--- config.mk ---
export PLATFORM = sky130hd
export DESIGN_NAME = mem_arbiter
export DESIGN_NICKNAME = d
export VERILOG_FILES = /design/src/rtl/mem_arbiter.sv
export SDC_FILE = /design/constraint.sdc
export NUM_CORES = 1
export LEC_CHECK = 0
export BUFFER_PORTS_ARGS = -buffer_cell sky130_fd_sc_hd__buf_2
export CAP_MARGIN = 10
export CORE_MARGIN = 1
export CORE_UTILIZATION = 49
export DETAILED_ROUTE_END_ITERATION = 10
export PLACE_DENSITY = 0.95
export REMOVE_ABC_BUFFERS = 1
export SYNTH_ARGS = -nofsm -noshare
export SYNTH_HDL_FRONTEND = slang
export SYNTH_SLANG_ARGS = --single-unit
--- constraint.sdc ---
create_clock -name clk -period 2.7 [get_ports clk]
set_input_delay 0.54 -clock clk [delete_from_list [all_inputs] [get_ports clk]]
set_output_delay 0.54 -clock clk [all_outputs]
set_load 0.01 [all_outputs]
--- src/rtl/mem_arbiter.sv ---
// mem_arbiter
//   Two-port arbiter/sequencer for a single-port synchronous memory with a
//   1-cycle read latency. Port 0 is the Z80 bus side and port 1 is the
//   loader/debug DMA side. Each transaction walks IDLE -> ISSUE -> CAPT -> ACK.
//   The arbiter only picks a winner in IDLE.
//
// Ports
//   clk, reset                  rising-edge clock, asynchronous active-high reset
//   pN_req/we/addr/wdata        request held stable by port N until pN_ack
//   pN_ack                      one-cycle completion pulse
//   pN_rdata                    last read data for port N
//   mem_addr/wdata/we           registered drive to the memory
//   mem_rdata                   memory read data, valid one cycle after ISSUE
//   busy                        high whenever the FSM is not in IDLE
//   gnt_id                      port of the current or most recent transaction
module mem_arbiter #(
  parameter int ADDR_W    = 10,
  parameter int DATA_W    = 8,
  parameter int PRIO_MODE = 0
) (
  input  logic              clk,
  input  logic              reset,
  input  logic              p0_req,
  input  logic              p0_we,
  input  logic [ADDR_W-1:0] p0_addr,
  input  logic [DATA_W-1:0] p0_wdata,
  output logic              p0_ack,
  output logic [DATA_W-1:0] p0_rdata,
  input  logic              p1_req,
  input  logic              p1_we,
  input  logic [ADDR_W-1:0] p1_addr,
  input  logic [DATA_W-1:0] p1_wdata,
  output logic              p1_ack,
  output logic [DATA_W-1:0] p1_rdata,
  output logic [ADDR_W-1:0] mem_addr,
  output logic [DATA_W-1:0] mem_wdata,
  output logic              mem_we,
  input  logic [DATA_W-1:0] mem_rdata,
  output logic              busy,
  output logic              gnt_id
);

  typedef enum logic [1:0] {IDLE, ISSUE, CAPT, ACK} state_t;

  state_t state;
  logic   last_gnt;  // port granted most recently; resets to 1 so port 0 wins the first tie
  logic   cur_we;    // operation type of the transaction in flight (mem_we drops after ISSUE)
  logic   win;       // winner among the currently asserted requests

  always_comb begin
    win = 1'b0;
    if (p0_req && p1_req) begin
      win = (PRIO_MODE != 0) ? 1'b0 : ~last_gnt;
    end else if (p1_req) begin
      win = 1'b1;
    end
  end

  always_ff @(posedge clk or posedge reset) begin
    if (reset) begin
      state     <= IDLE;
      last_gnt  <= 1'b1;
      cur_we    <= 1'b0;
      mem_addr  <= '0;
      mem_wdata <= '0;
      mem_we    <= 1'b0;
      gnt_id    <= 1'b0;
      busy      <= 1'b0;
      p0_ack    <= 1'b0;
      p1_ack    <= 1'b0;
      p0_rdata  <= '0;
      p1_rdata  <= '0;
    end else begin
      case (state)
        IDLE: begin
          if (p0_req || p1_req) begin
            state     <= ISSUE;
            busy      <= 1'b1;
            gnt_id    <= win;
            last_gnt  <= win;
            mem_addr  <= win ? p1_addr  : p0_addr;
            mem_wdata <= win ? p1_wdata : p0_wdata;
            mem_we    <= win ? p1_we    : p0_we;
            cur_we    <= win ? p1_we    : p0_we;
          end
        end
        ISSUE: begin
          // The memory commits the write / samples the read address on this edge.
          mem_we <= 1'b0;
          state  <= CAPT;
        end
        CAPT: begin
          // A write leaves rdata alone; the memory's old-data output is ignored.
          if (!cur_we) begin
            if (gnt_id) p1_rdata <= mem_rdata;
            else        p0_rdata <= mem_rdata;
          end
          p0_ack <= ~gnt_id;
          p1_ack <= gnt_id;
          state  <= ACK;
        end
        ACK: begin
          p0_ack <= 1'b0;
          p1_ack <= 1'b0;
          busy   <= 1'b0;
          state  <= IDLE;
        end
        default: state <= IDLE;
      endcase
    end
  end

endmodule

---- Yosys cells after proc, flatten, opt, wreduce, memory -nomap -nowiden ----
Index checks and enable logic that the tools add are counted.
word-level totals
  register bits ........................... 43
  input bits .............................. 50
operators by class
  muxes and demuxes ....................... 13
  equality and inequality tests ........... 4
  reduce and logical (&&, ||, !) cells .... 11
  bitwise operators ....................... 3
operators with widths
  operator                                        count
  2-to-1 mux 10 bit                               1
  2-to-1 mux 8 bit                                1
  case mux 1 bit (2 select lines)                 4
  case mux 2 bit (4 select lines)                 1
  AND reduction 2 bit                             3
  AND reduction 3 bit                             2
  nonzero test 2 bit                              3
  2-to-1 mux 1 bit                                5
  == test 2 bit (second input constant)           2
  NOT 1 bit                                       3
  == test 2 x 1 -> 1 bit (second input constant)  1
  logical NOT 2 bit                               1
  2-to-1 mux 2 bit                                1
  inequality test 2 bit (second input constant)   1
  logical AND 1 bit                               1
  logical OR 1 bit                                1

---- Logic depth before layout (Yosys ltp) ----
Gate-level depths: netlist of the first run.
  depth after elaboration ................. 5
  gate-level depth with buffers ........... 6
  depth with buffers taken out ............ 5

---- Worst setup path before layout of the first run ----
Ideal clock, no wire load.
  path type ............................... reg2reg
  start ................................... register state[0]
  end ..................................... register p0_rdata[0]
  cell stages (with the launch flop) ...... 5
  setup slack ............................. 1.109 ns
  arrival time ............................ 1.466 ns
  path buffers ............................ 0
  setup time .............................. 0.125 ns
  path through ............................ dfrtp_1 inv_1 ha_1 nor3b_4 mux2_2
between the ends
  cells in the longest elaborated chain, start to end .. 2
ends and longest elaborated chain
  item                                  line  RTL
  from (decl)                           45    state_t state;
  from (signal assigned)                61    state <= IDLE;
  from (signal assigned)                77    state <= ISSUE;
  from (signal assigned)                90    state <= CAPT;
  == test 2 bit                         74    case (state)
  AND reduction 3 bit (no source line)  n/a
  to (signal assigned)                  96    else p0_rdata <= mem_rdata;
  to (decl)                             28    output logic [DATA_W-1:0] p0_rdata,
No other way between the ends.
A chain may end at the register's enable or synchronous reset.

---- Worst setup path after layout of the first run ----
  start ................................... register state[0]
  end ..................................... register mem_we
between the ends
  cells in the longest elaborated chain, start to end .. 3
ends and longest elaborated chain
  item                                                                                 line  RTL
  == test 2 x 1 -> 1 bit / logical NOT 2 bit (equally long branches)                   74
  nonzero test 2 bit (no source line) / inequality test 2 bit (equally long branches)  n/a
  AND reduction 2 bit (no source line)                                                 n/a
  to (signal assigned)                                                                 83    mem_we <= win ? p1_we : p0_we;
  to (decl)                                                                            37    output logic mem_we,
Several ways; a longest one is shown, not always the timed one.

==> tab_implementation.tex, run 1 <==
\begin{tabular}{lr}
\hline
Metric & Value \\
\hline
\multicolumn{2}{l}{\textbf{Power}} \\
\quad Combinational share of power & 43.4\% \\
\quad Static power due to leakage & 1.24 nW \\
\quad IR drop worst, VDD & 0.532 mV \\
\quad Clock group share of total power & 15.5\% \\
\quad Pwr/cell area & 1150 mW/mm\^{}2 \\
\quad Part of the total power dissipated in sequential elements & 41.2\% \\
\quad Int Pwr & 1.78 mW \\
\quad Switching fraction of total power & 37.4\% \\
\quad Net Sw Power & 1.06 mW \\
\multicolumn{2}{l}{\textbf{Place}} \\
\quad Area after detailed placement & 0.00237 mm\^{}2 \\
\quad Sum of net half-perimeters after detailed placement & 3260 um \\
\quad Count of buffers inserted at the top-level ports & 88 \\
\quad RD Place Congestion & 0.730 \\
\multicolumn{2}{l}{\textbf{Setup path}} \\
\quad Worst Reg-to-Reg Cells & 5 \\
\quad Startpoint class of the critical path & register \\
\quad Cells traversed along the worst timing path & inv\_1, ha\_1, o21a\_1, nand2\_1, a32oi\_1 \\
\quad Required time of the critical path & 2.90 ns \\
\quad Worst reg2reg path endpoint & mem\_we\$\_DFFE\_PP0P\_ \\
\quad Minimum setup slack among reg-to-reg paths & 0.82 ns \\
\quad Critical Path AT & 2.08 ns \\
\quad Start-to-end type of the worst setup path & register to register \\
\quad Reg-to-reg startpoint & state[0]\$\_DFFE\_PP0P\_ \\
\quad CP max stage cell & o21a\_1 \\
\quad Slowest cell delay on critical path & 0.66 ns \\
\quad Largest driver fanout on the critical path & 23 \\
\quad CP endpoint kind & register \\
\multicolumn{2}{l}{\textbf{Yosys}} \\
\quad Unique masters post-synth & 22 \\
\quad Flop and latch count out of synthesis & 43 \\
\quad Warning count from the yosys run & 0 \\
\quad Avg Cell Area, Syn & 10.7 um\^{}2 \\
\quad Top post-synthesis cells by area & dfrtp\_1 (56\%), mux2\_2 (10\%), a21oi\_1 (10\%) \\
\quad Area fraction of the dominant cell type after synthesis & 55.8\% \\
\quad Cell type with the highest aggregate area in the netlist & dfrtp\_1 \\
\quad Register area share after synthesis & 57.2\% \\
\quad Gate Count Post-Synth & 176 \\
\quad Post-Syn Area & 0.00188 mm\^{}2 \\
\multicolumn{2}{l}{\textbf{Detailed routing}} \\
\quad Number of iterations in the first detailed-routing pass & 4 \\
\quad Detailed-route via count & 1621 \\
\quad Remaining antenna violation count & 0 \\
\quad Number of DRC violations after detailed routing & 0 \\
\quad Number of vias per cell & 5.13 \\
\quad DRT iter0 DRCs & 79 \\
\quad Total Routed Length & 4250 um \\
\quad Routed wire per std cell & 13.4 um \\
\multicolumn{2}{l}{\textbf{GRT}} \\
\quad Number of global-route vias before repair & 1593 \\
\quad Tot GR Track Use & 22.2\% \\
\quad Pin count of the biggest net entering global routing & 25 \\
\quad Global-route wire length before repair & 7020 um \\
\quad Remaining Overflow, GRT & 0 \\
\quad Antenna violations before repair & 0 \\
\multicolumn{2}{l}{\textbf{STA}} \\
\quad Share of the clock period used by the worst path & 69.6\% \\
\quad Number of slew-limit violations in the final report & 0 \\
\quad Actual slew at the worst max-slew pin & 0.821 ns \\
\quad Number of failing hold endpoints at the final stage & 0 \\
\quad Endpoints failing setup & 0 \\
\quad Max transition margin & 44.9\% \\
\quad Final-layout worst hold slack & 0.303 ns \\
\quad Worst setup skew after layout & 0.00335 ns \\
\quad Final min period & 1.88 ns \\
\quad Max Clock Freq & 0.532 GHz \\
\quad Unrepaired setup endpoints after global routing & false \\
\quad Post-Route Setup TNS & 0 ns \\
\multicolumn{2}{l}{\textbf{Clock network}} \\
\quad Post-CTS setup buffer count & 0 \\
\quad Clock tree from TritonCTS & built \\
\quad Sinks on Clock Net & 43 \\
\quad Clk\_lat worst skew & 0.29 ns \\
\quad Inserted Clock Buffers & 5 \\
\quad Clk pin slew, worst setup/hold paths & 0.08 ns \\
\quad Worst-case clock buffer depth & 2 \\
\quad Count of hold-fix buffers inserted at cts & 0 \\
\quad Clock root buffer & clkbuf\_8 \\
\quad Number of instances resized during post-cts repair & 0 \\
\quad H-Tree Level Count & 2 \\
\multicolumn{2}{l}{\textbf{Floorplanning}} \\
\quad Starting Density & 51.5\% \\
\quad Horiz. Die Dim & 64.0 um \\
\quad Row count & 22 \\
\quad IO Count & 89 \\
\quad Die Height & 64.0 um \\
\quad Area of the die & 0.00410 mm\^{}2 \\
\quad Core ar. & 0.00366 mm\^{}2 \\
\multicolumn{2}{l}{\textbf{Job}} \\
\quad Max-cap check violation count & 0 \\
\multicolumn{2}{l}{\textbf{Finish}} \\
\quad Filler cell count in the final layout & 301 \\
\quad Fraction of final layout cells with drive strength greater than 1 & 45.1\% \\
\quad Layout-stage area growth over the synthesis result & 31.1\% \\
\quad \# nets final & 322 \\
\quad Final instance area & 0.00247 mm\^{}2 \\
\quad Total inserted antenna cells & 0 \\
\multicolumn{2}{l}{\textbf{Outcome}} \\
\quad Result of the run & finished, final reports clean \\
\multicolumn{2}{l}{\textbf{Worst hold path}} \\
\quad Path category of the worst min-delay check & input pin to asynchronous set/reset pin \\
\hline
\end{tabular}
-- sequential cells by signal, indices dropped and copies added (netlist names), 2 cells and up --
name and flops:
mem_addr 10, mem_wdata 8, state 2, p1_rdata 8
p0_rdata 8
-- cells in the final DEF (no fill, tap or decap) --
| cell | netlist | final |
|---|---|---|
| buf_2 | 5 | 88 |
| dfrtp_1 | 42 | 42 |
| a21oi_1 | 38 | 38 |
| nand2_1 | 22 | 22 |
| nor2_1 | 21 | 21 |
| mux2_2 | 17 | 17 |
| clkbuf_8 | 0 | 7 |
| inv_1 | 6 | 5 |
| ha_1 | 5 | 5 |
| o21ai_0 | 4 | 4 |
| buf_4 | 2 | 3 |
| a31oi_1 | 2 | 2 |
| mux2i_1 | 2 | 2 |
| nand3b_1 | 1 | 1 |
| nor3b_4 | 1 | 1 |
| a21bo_2 | 1 | 1 |
| o21a_1 | 1 | 1 |
| a21boi_1 | 1 | 1 |
| nor3b_2 | 1 | 1 |
| o21ai_2 | 1 | 1 |
| a32oi_1 | 1 | 1 |
| nor3_1 | 1 | 1 |
| clkinv_1 | 0 | 1 |
| clkinvlp_4 | 0 | 1 |
| dfstp_2 | 1 | 1 |
-- layout make-up --
type                    count  area (um^2)  share of cell area [%]
repair buffers             91          463                    18.7
flip-flops and latches     43         1080                    43.6
clock buffers               7         96.3                    3.90
multi-input cells         120          744                    30.1
well taps                  48         60.1                    2.43
inverters                   6         22.5                   0.911
clock inverters             1         7.51                   0.304
-- worst max path at each step --
stage,start,end,depth (start not counted)
after floorplan,p1_req,mem_we$_DFFE_PP0P_,3
after global placement,state[0]$_DFFE_PP0P_,mem_we$_DFFE_PP0P_,4
after detailed placement,state[0]$_DFFE_PP0P_,mem_we$_DFFE_PP0P_,5
after CTS,state[0]$_DFFE_PP0P_,mem_we$_DFFE_PP0P_,5
after global routing,state[0]$_DFFE_PP0P_,mem_addr[8]$_DFFE_PP0P_,5
final,state[0]$_DFFE_PP0P_,mem_we$_DFFE_PP0P_,5
-- Yosys cell counts --
cell       n
o21ai_0    4
ha_1       5
o21ai_2    1
a21bo_2    1
buf_4      2
a21oi_1   38
nor3_1     1
nand2_1   22
nor3b_2    1
o21a_1     1
buf_2      5
dfrtp_1   42
a21boi_1   1
dfstp_2    1
a31oi_1    2
nand3b_1   1
mux2i_1    2
nor3b_4    1
mux2_2    17
nor2_1    21
inv_1      6
a32oi_1    1
-- layer usage --
metal | GRT usage (%) | routed length, um | up-vias | share of wire [%]
met5 | 0 | 0 | - | 0
met3 | 4.82 | 297 | 5 | 7.0
li1 | - | - | 783 | -
met2 | 39.9 | 2170 | 72 | 51
met1 | 25.9 | 1730 | 761 | 41
met4 | 7.95 | 41 | 0 | 0.97
-- cells by family (layout without fill, tap and decap cells) --
family	count (synthesis)	in the layout	synth area share (%)
AO/OA/AOI/OAI	49	49	14.1
adder cells (fa/ha/maj)	5	5	3.32
buffers and inverters	13	105	3.32
flip-flops	43	43	57.2
multiplexers	19	19	11.2
AND/OR/NAND/NOR	47	47	10.9
-- critical path, delay by kind of cell (launching register included) --
| kind | cells | cell delay, ns |
|---|---|---|
| AOI/OAI and AO/OA | 2 | 0.83 |
| adders and majority gates | 1 | 0.29 |
| buffers and inverters | 1 | 0.14 |
| DFF | 1 | 0.41 |
| and+or+nand+nor | 1 | 0.13 |
-- power by group through the flow --
stage / Sequential, mW / Combinational [mW] / Clock [mW]
floorplan: 1.30 / 0.616 / 0
global placement: 1.16 / 1.19 / 0
detailed placement: 1.18 / 1.24 / 0
CTS: 1.17 / 1.24 / 0.450
global route: 1.21 / 1.36 / 0.475
finish: 1.17 / 1.23 / 0.439
-- metrics by stage --
step / instances / util [%] / total power [mW] / setup slack, ns
3_5_place_dp: 308 / 64.7 / 2.42 / 0.848
5_1_grt: 316 / 67.5 / 3.04 / 0.647
4_1_cts: 316 / 67.5 / 2.86 / 0.816
3_3_place_gp: 308 / 64.7 / 2.35 / 0.970
6_report: 316 / 67.5 / 2.83 / 0.821
2_1_floorplan: 169 / - / 1.92 / 0.964
Power figures use the tool's default switching activity.
==> run 2: changes to the inputs <==
- ABC_AREA: not set -> 1
- CORE_UTILIZATION: 49 -> 47
- PLACE_DENSITY: 0.95 -> 0.9
- clock period: 2.7 -> 1.9 ns (I/O delays scaled with it)
==> run 2 against run 1 <==
  * Die area up 12%
  * Hold slack lost 0.10 ns
  * Global-route usage shrank 1.7 points
  * Critical path depth increased by 1
  * Largest power group unchanged
==> tab_implementation.tex, run 2 <==
\begin{tabular}{lr}
\hline
Metric & Value \\
\hline
\multicolumn{2}{l}{\textbf{Yosys}} \\
\quad Flop and latch count out of synthesis & 43 (unchanged) \\
\quad Unique masters post-synth & 18 (was 22) \\
\quad Async set or reset register ratio after synthesis & 100\% (unchanged) \\
\quad Post-Syn Area & 0.00202 mm\^{}2 (was 0.00188 mm\^{}2) \\
\quad Count leader, synth & nand2\_1 (was dfrtp\_1) \\
\quad Top post-synthesis cells by area & dfrtp\_1 (52\%), nand2\_1 (21\%), nand3\_1 (5.4\%) (was dfrtp\_1 (56\%), mux2\_2 (10\%), a21oi\_1 (10\%)) \\
\quad Avg Cell Area, Syn & 8.06 um\^{}2 (was 10.7 um\^{}2) \\
\quad Predominant post-synthesis flop cell & dfrtp\_1 (unchanged) \\
\quad Leading post-synthesis cells by instance count & nand2\_1 (113), dfrtp\_1 (42), nand3\_1 (22), inv\_1 (15), o21ai\_1 (12) (was dfrtp\_1 (42), a21oi\_1 (38), nand2\_1 (22), nor2\_1 (21), mux2\_2 (17)) \\
\quad Warning count from the yosys run & 0 (unchanged) \\
\quad Gate Count Post-Synth & 251 (was 176) \\
\quad Cell type with the highest aggregate area in the netlist & dfrtp\_1 (unchanged) \\
\quad Area fraction of the dominant cell type after synthesis & 51.9\% (was 55.8\%) \\
\quad Register area share after synthesis & 53.2\% (was 57.2\%) \\
\quad Number of synthesized flops with an enable pin & 0 (unchanged) \\
\multicolumn{2}{l}{\textbf{Detailed routing}} \\
\quad Number of vias per cell & 4.84 (was 5.13) \\
\quad Routed wire per std cell & 11.6 um (was 13.4 um) \\
\quad Number of iterations in the first detailed-routing pass & 4 (unchanged) \\
\quad Remaining antenna violation count & 0 (unchanged) \\
\quad Detailed-route via count & 1887 (was 1621) \\
\quad DRT iter0 DRCs & 158 (was 79) \\
\quad Number of DRC violations after detailed routing & 0 (unchanged) \\
\quad Total Routed Length & 4540 um (was 4250 um) \\
\multicolumn{2}{l}{\textbf{Finish}} \\
\quad Top reg by flops & mem\_addr (unchanged) \\
\quad Most common library cell in the layout ignoring fill and taps & nand2\_1 (was buf\_2) \\
\quad Layout-stage area growth over the synthesis result & 27.0\% (was 31.1\%) \\
\quad Largest register FFs & 10 (unchanged) \\
\quad Filler cell count in the final layout & 350 (was 301) \\
\quad \# nets final & 394 (was 322) \\
\quad Total inserted antenna cells & 0 (unchanged) \\
\quad Commonest cells after routing, fill and taps aside & nand2\_1 (113), buf\_2 (88), dfrtp\_1 (42) (was buf\_2 (88), dfrtp\_1 (42), a21oi\_1 (38)) \\
\quad Fraction of final layout cells with drive strength greater than 1 & 33.5\% (was 45.1\%) \\
\quad Post-route core utilization & 63.3\% (was 67.5\%) \\
\quad Final non-filler cell total & 390 (was 316) \\
\multicolumn{2}{l}{\textbf{STA}} \\
\quad Post-Route Setup TNS & 0 ns (unchanged) \\
\quad Number of slew-limit violations in the final report & 0 (unchanged) \\
\quad Max Clock Freq & 0.630 GHz (was 0.532 GHz) \\
\quad Number of failing hold endpoints at the final stage & 0 (unchanged) \\
\quad Actual slew at the worst max-slew pin & 0.521 ns (was 0.821 ns) \\
\quad Final min period & 1.59 ns (was 1.88 ns) \\
\quad Unrepaired setup endpoints after global routing & false (unchanged) \\
\quad Worst setup skew after layout & 0.00498 ns (was 0.00335 ns) \\
\quad Max transition margin & 65.2\% (was 44.9\%) \\
\quad Final-layout worst hold slack & 0.200 ns (was 0.303 ns) \\
\quad Endpoints failing setup & 0 (unchanged) \\
\quad Share of the clock period used by the worst path & 83.5\% (was 69.6\%) \\
\multicolumn{2}{l}{\textbf{Job}} \\
\quad Max-cap check violation count & 0 (unchanged) \\
\multicolumn{2}{l}{\textbf{Setup path}} \\
\quad CP endpoint kind & register (unchanged) \\
\quad Critical Path AT & 1.77 ns (was 2.08 ns) \\
\quad Required time of the critical path & 2.09 ns (was 2.90 ns) \\
\quad Cell with the most instances on the worst path & inv\_2 \\
\quad Startpoint class of the critical path & register (unchanged) \\
\quad Crit path from & state[0]\$\_DFFE\_PP0P\_ (unchanged) \\
\quad Crit-path leading delay family & compound AO/OA/AOI/OAI gates (unchanged) \\
\quad Start-to-end type of the worst setup path & register to register (unchanged) \\
\quad CP max stage cell & dfrtp\_1 (was o21a\_1) \\
\quad Slowest cell delay on critical path & 0.38 ns (was 0.66 ns) \\
\quad Number of buffer and inverter stages on the critical path & 3 (was 1) \\
\quad Reg-to-reg startpoint & state[0]\$\_DFFE\_PP0P\_ (unchanged) \\
\quad Cells traversed along the worst timing path & inv\_1, ha\_1, o21ai\_2, inv\_2, o21ai\_1, inv\_2 (was inv\_1, ha\_1, o21a\_1, nand2\_1, a32oi\_1) \\
\quad Largest driver fanout on the critical path & 21 (was 23) \\
\multicolumn{2}{l}{\textbf{Clock network}} \\
\quad Clock root buffer & clkbuf\_8 (unchanged) \\
\quad Sinks on Clock Net & 43 (unchanged) \\
\quad Clk pin slew, worst setup/hold paths & 0.08 ns (about the same) \\
\quad Clock tree from TritonCTS & built (unchanged) \\
\quad Number of instances resized during post-cts repair & 0 (unchanged) \\
\quad Count of hold-fix buffers inserted at cts & 0 (unchanged) \\
\quad Inserted Clock Buffers & 5 (unchanged) \\
\quad Post-CTS setup buffer count & 0 (unchanged) \\
\quad Worst-case clock buffer depth & 2 (unchanged) \\
\quad H-Tree Level Count & 2 (unchanged) \\
\quad Clk\_lat worst skew & 0.29 ns (about the same) \\
\multicolumn{2}{l}{\textbf{Outcome}} \\
\quad Result of the run & finished, final reports clean (unchanged) \\
\multicolumn{2}{l}{\textbf{Place}} \\
\quad Post-placement cell count & 382 (was 308) \\
\quad Sum of net half-perimeters after detailed placement & 3360 um (was 3260 um) \\
\quad Count of buffers inserted at the top-level ports & 88 (unchanged) \\
\quad RD Place Congestion & 0.786 (was 0.730) \\
\multicolumn{2}{l}{\textbf{GRT}} \\
\quad Antenna violations before repair & 0 (unchanged) \\
\quad Remaining Overflow, GRT & 0 (unchanged) \\
\quad Number of global-route vias before repair & 1607 (was 1593) \\
\quad Tot GR Track Use & 20.5\% (was 22.2\%) \\
\quad Pin count of the biggest net entering global routing & 44 (was 25) \\
\quad Global-route wire length before repair & 6840 um (was 7020 um) \\
\multicolumn{2}{l}{\textbf{Power}} \\
\quad Static power due to leakage & 1.53 nW (was 1.24 nW) \\
\quad Pwr/cell area & 1520 mW/mm\^{}2 (was 1150 mW/mm\^{}2) \\
\quad IR drop worst, VDD & 0.597 mV (was 0.532 mV) \\
\quad Overall power & 3.90 mW (was 2.83 mW) \\
\multicolumn{2}{l}{\textbf{Floorplanning}} \\
\quad Starting Density & 49.9\% (was 51.5\%) \\
\quad IO Count & 89 (unchanged) \\
\quad Die Height & 67.6 um (was 64.0 um) \\
\quad Core ar. & 0.00406 mm\^{}2 (was 0.00366 mm\^{}2) \\
\quad Row count & 23 (was 22) \\
\quad Area of the die & 0.00457 mm\^{}2 (was 0.00410 mm\^{}2) \\
\quad Horiz. Die Dim & 67.6 um (was 64.0 um) \\
\multicolumn{2}{l}{\textbf{Worst hold path}} \\
\quad Path category of the worst min-delay check & input pin to asynchronous set/reset pin (unchanged) \\
\hline
\end{tabular}
==> run 2: cell types whose count changed in the layout (fill, tap and decap cells not counted), moves of 2 or more <==
cell	delta
nand2_1	+91
a21oi_1	-37
nand3_1	+22
nor2_1	-18
mux2_2	-17
o21ai_1	+12
nand2_2	+11
inv_1	+9
o21ai_0	+5
clkbuf_1	+3
inv_2	+3
a31oi_1	-2
clkbuf_8	-2
mux2i_1	-2
==> run 2: cells by family (layout without fill, tap and decap cells) <==
| group | after synthesis | after routing | synth area share, % |
|---|---|---|---|
| and+or+nand+nor | 151 | 151 | 31.2 |
| DFF | 43 | 43 | 53.2 |
| buffers and inverters | 29 | 118 | 6.62 |
| AOI/OAI and AO/OA | 23 | 23 | 5.87 |
| adders and majority gates | 5 | 5 | 3.09 |
==> run 2: path summary, 6_finish.rpt <==
check	to	slack [ns]	cells past startpoint
worst min register to register	mem_addr[8]$_DFFE_PP0P_	0.48	2
max in group asynchronous	last_gnt$_DFFE_PP1P_	1.33	3
min in group clk	p1_rdata[2]$_DFFE_PP0P_	0.34	3
worst max-delay path	busy$_DFFE_PP0P_	0.31	6
worst min-delay path	p1_rdata[3]$_DFFE_PP0P_	0.20	3
worst max register to register	busy$_DFFE_PP0P_	0.31	6
==> run 2: area by class of cell <==
class / instances / area (um^2) / share of cell area (%)
well taps: 50 / 62.6 / 2.43
multi-input cells: 179 / 812 / 31.6
inverters: 18 / 67.6 / 2.63
clock buffers: 8 / 80.1 / 3.12
repair buffers: 92 / 470 / 18.3
flip-flops and latches: 43 / 1080 / 41.9
==> run 2: power by group <==
part	internal [mW]	switching, mW
Sequential	1.37	0.244
Combinational	0.678	1.05
Clock	0.261	0.290
==> run 2: metrics by stage <==
| step | instance area, um^2 | worst slack [ns] |
|---|---|---|
| after floorplan | 1960 | 0.369 |
| after global placement | 2490 | 0.375 |
| after detailed placement | 2490 | 0.311 |
| after CTS | 2570 | 0.310 |
| after global routing | 2570 | 0.165 |
| final | 2570 | 0.313 |
==> run 2: metal layers <==
metal,vias up,wire length (um),global-route usage (%)
met3,4,357,6.42
met2,89,2100,34.5
met5,-,0,0
met1,843,2030,24.2
li1,951,-,-
met4,0,53,7.98
==> run 2: worst register-to-register path, delay by kind of cell, from the launching register on <==
family                   cells  cell delay, ns
AO/OA/AOI/OAI                2            0.43
flip-flops                   1            0.38
buffers and inverters        3            0.42
adder cells (fa/ha/maj)      1            0.26
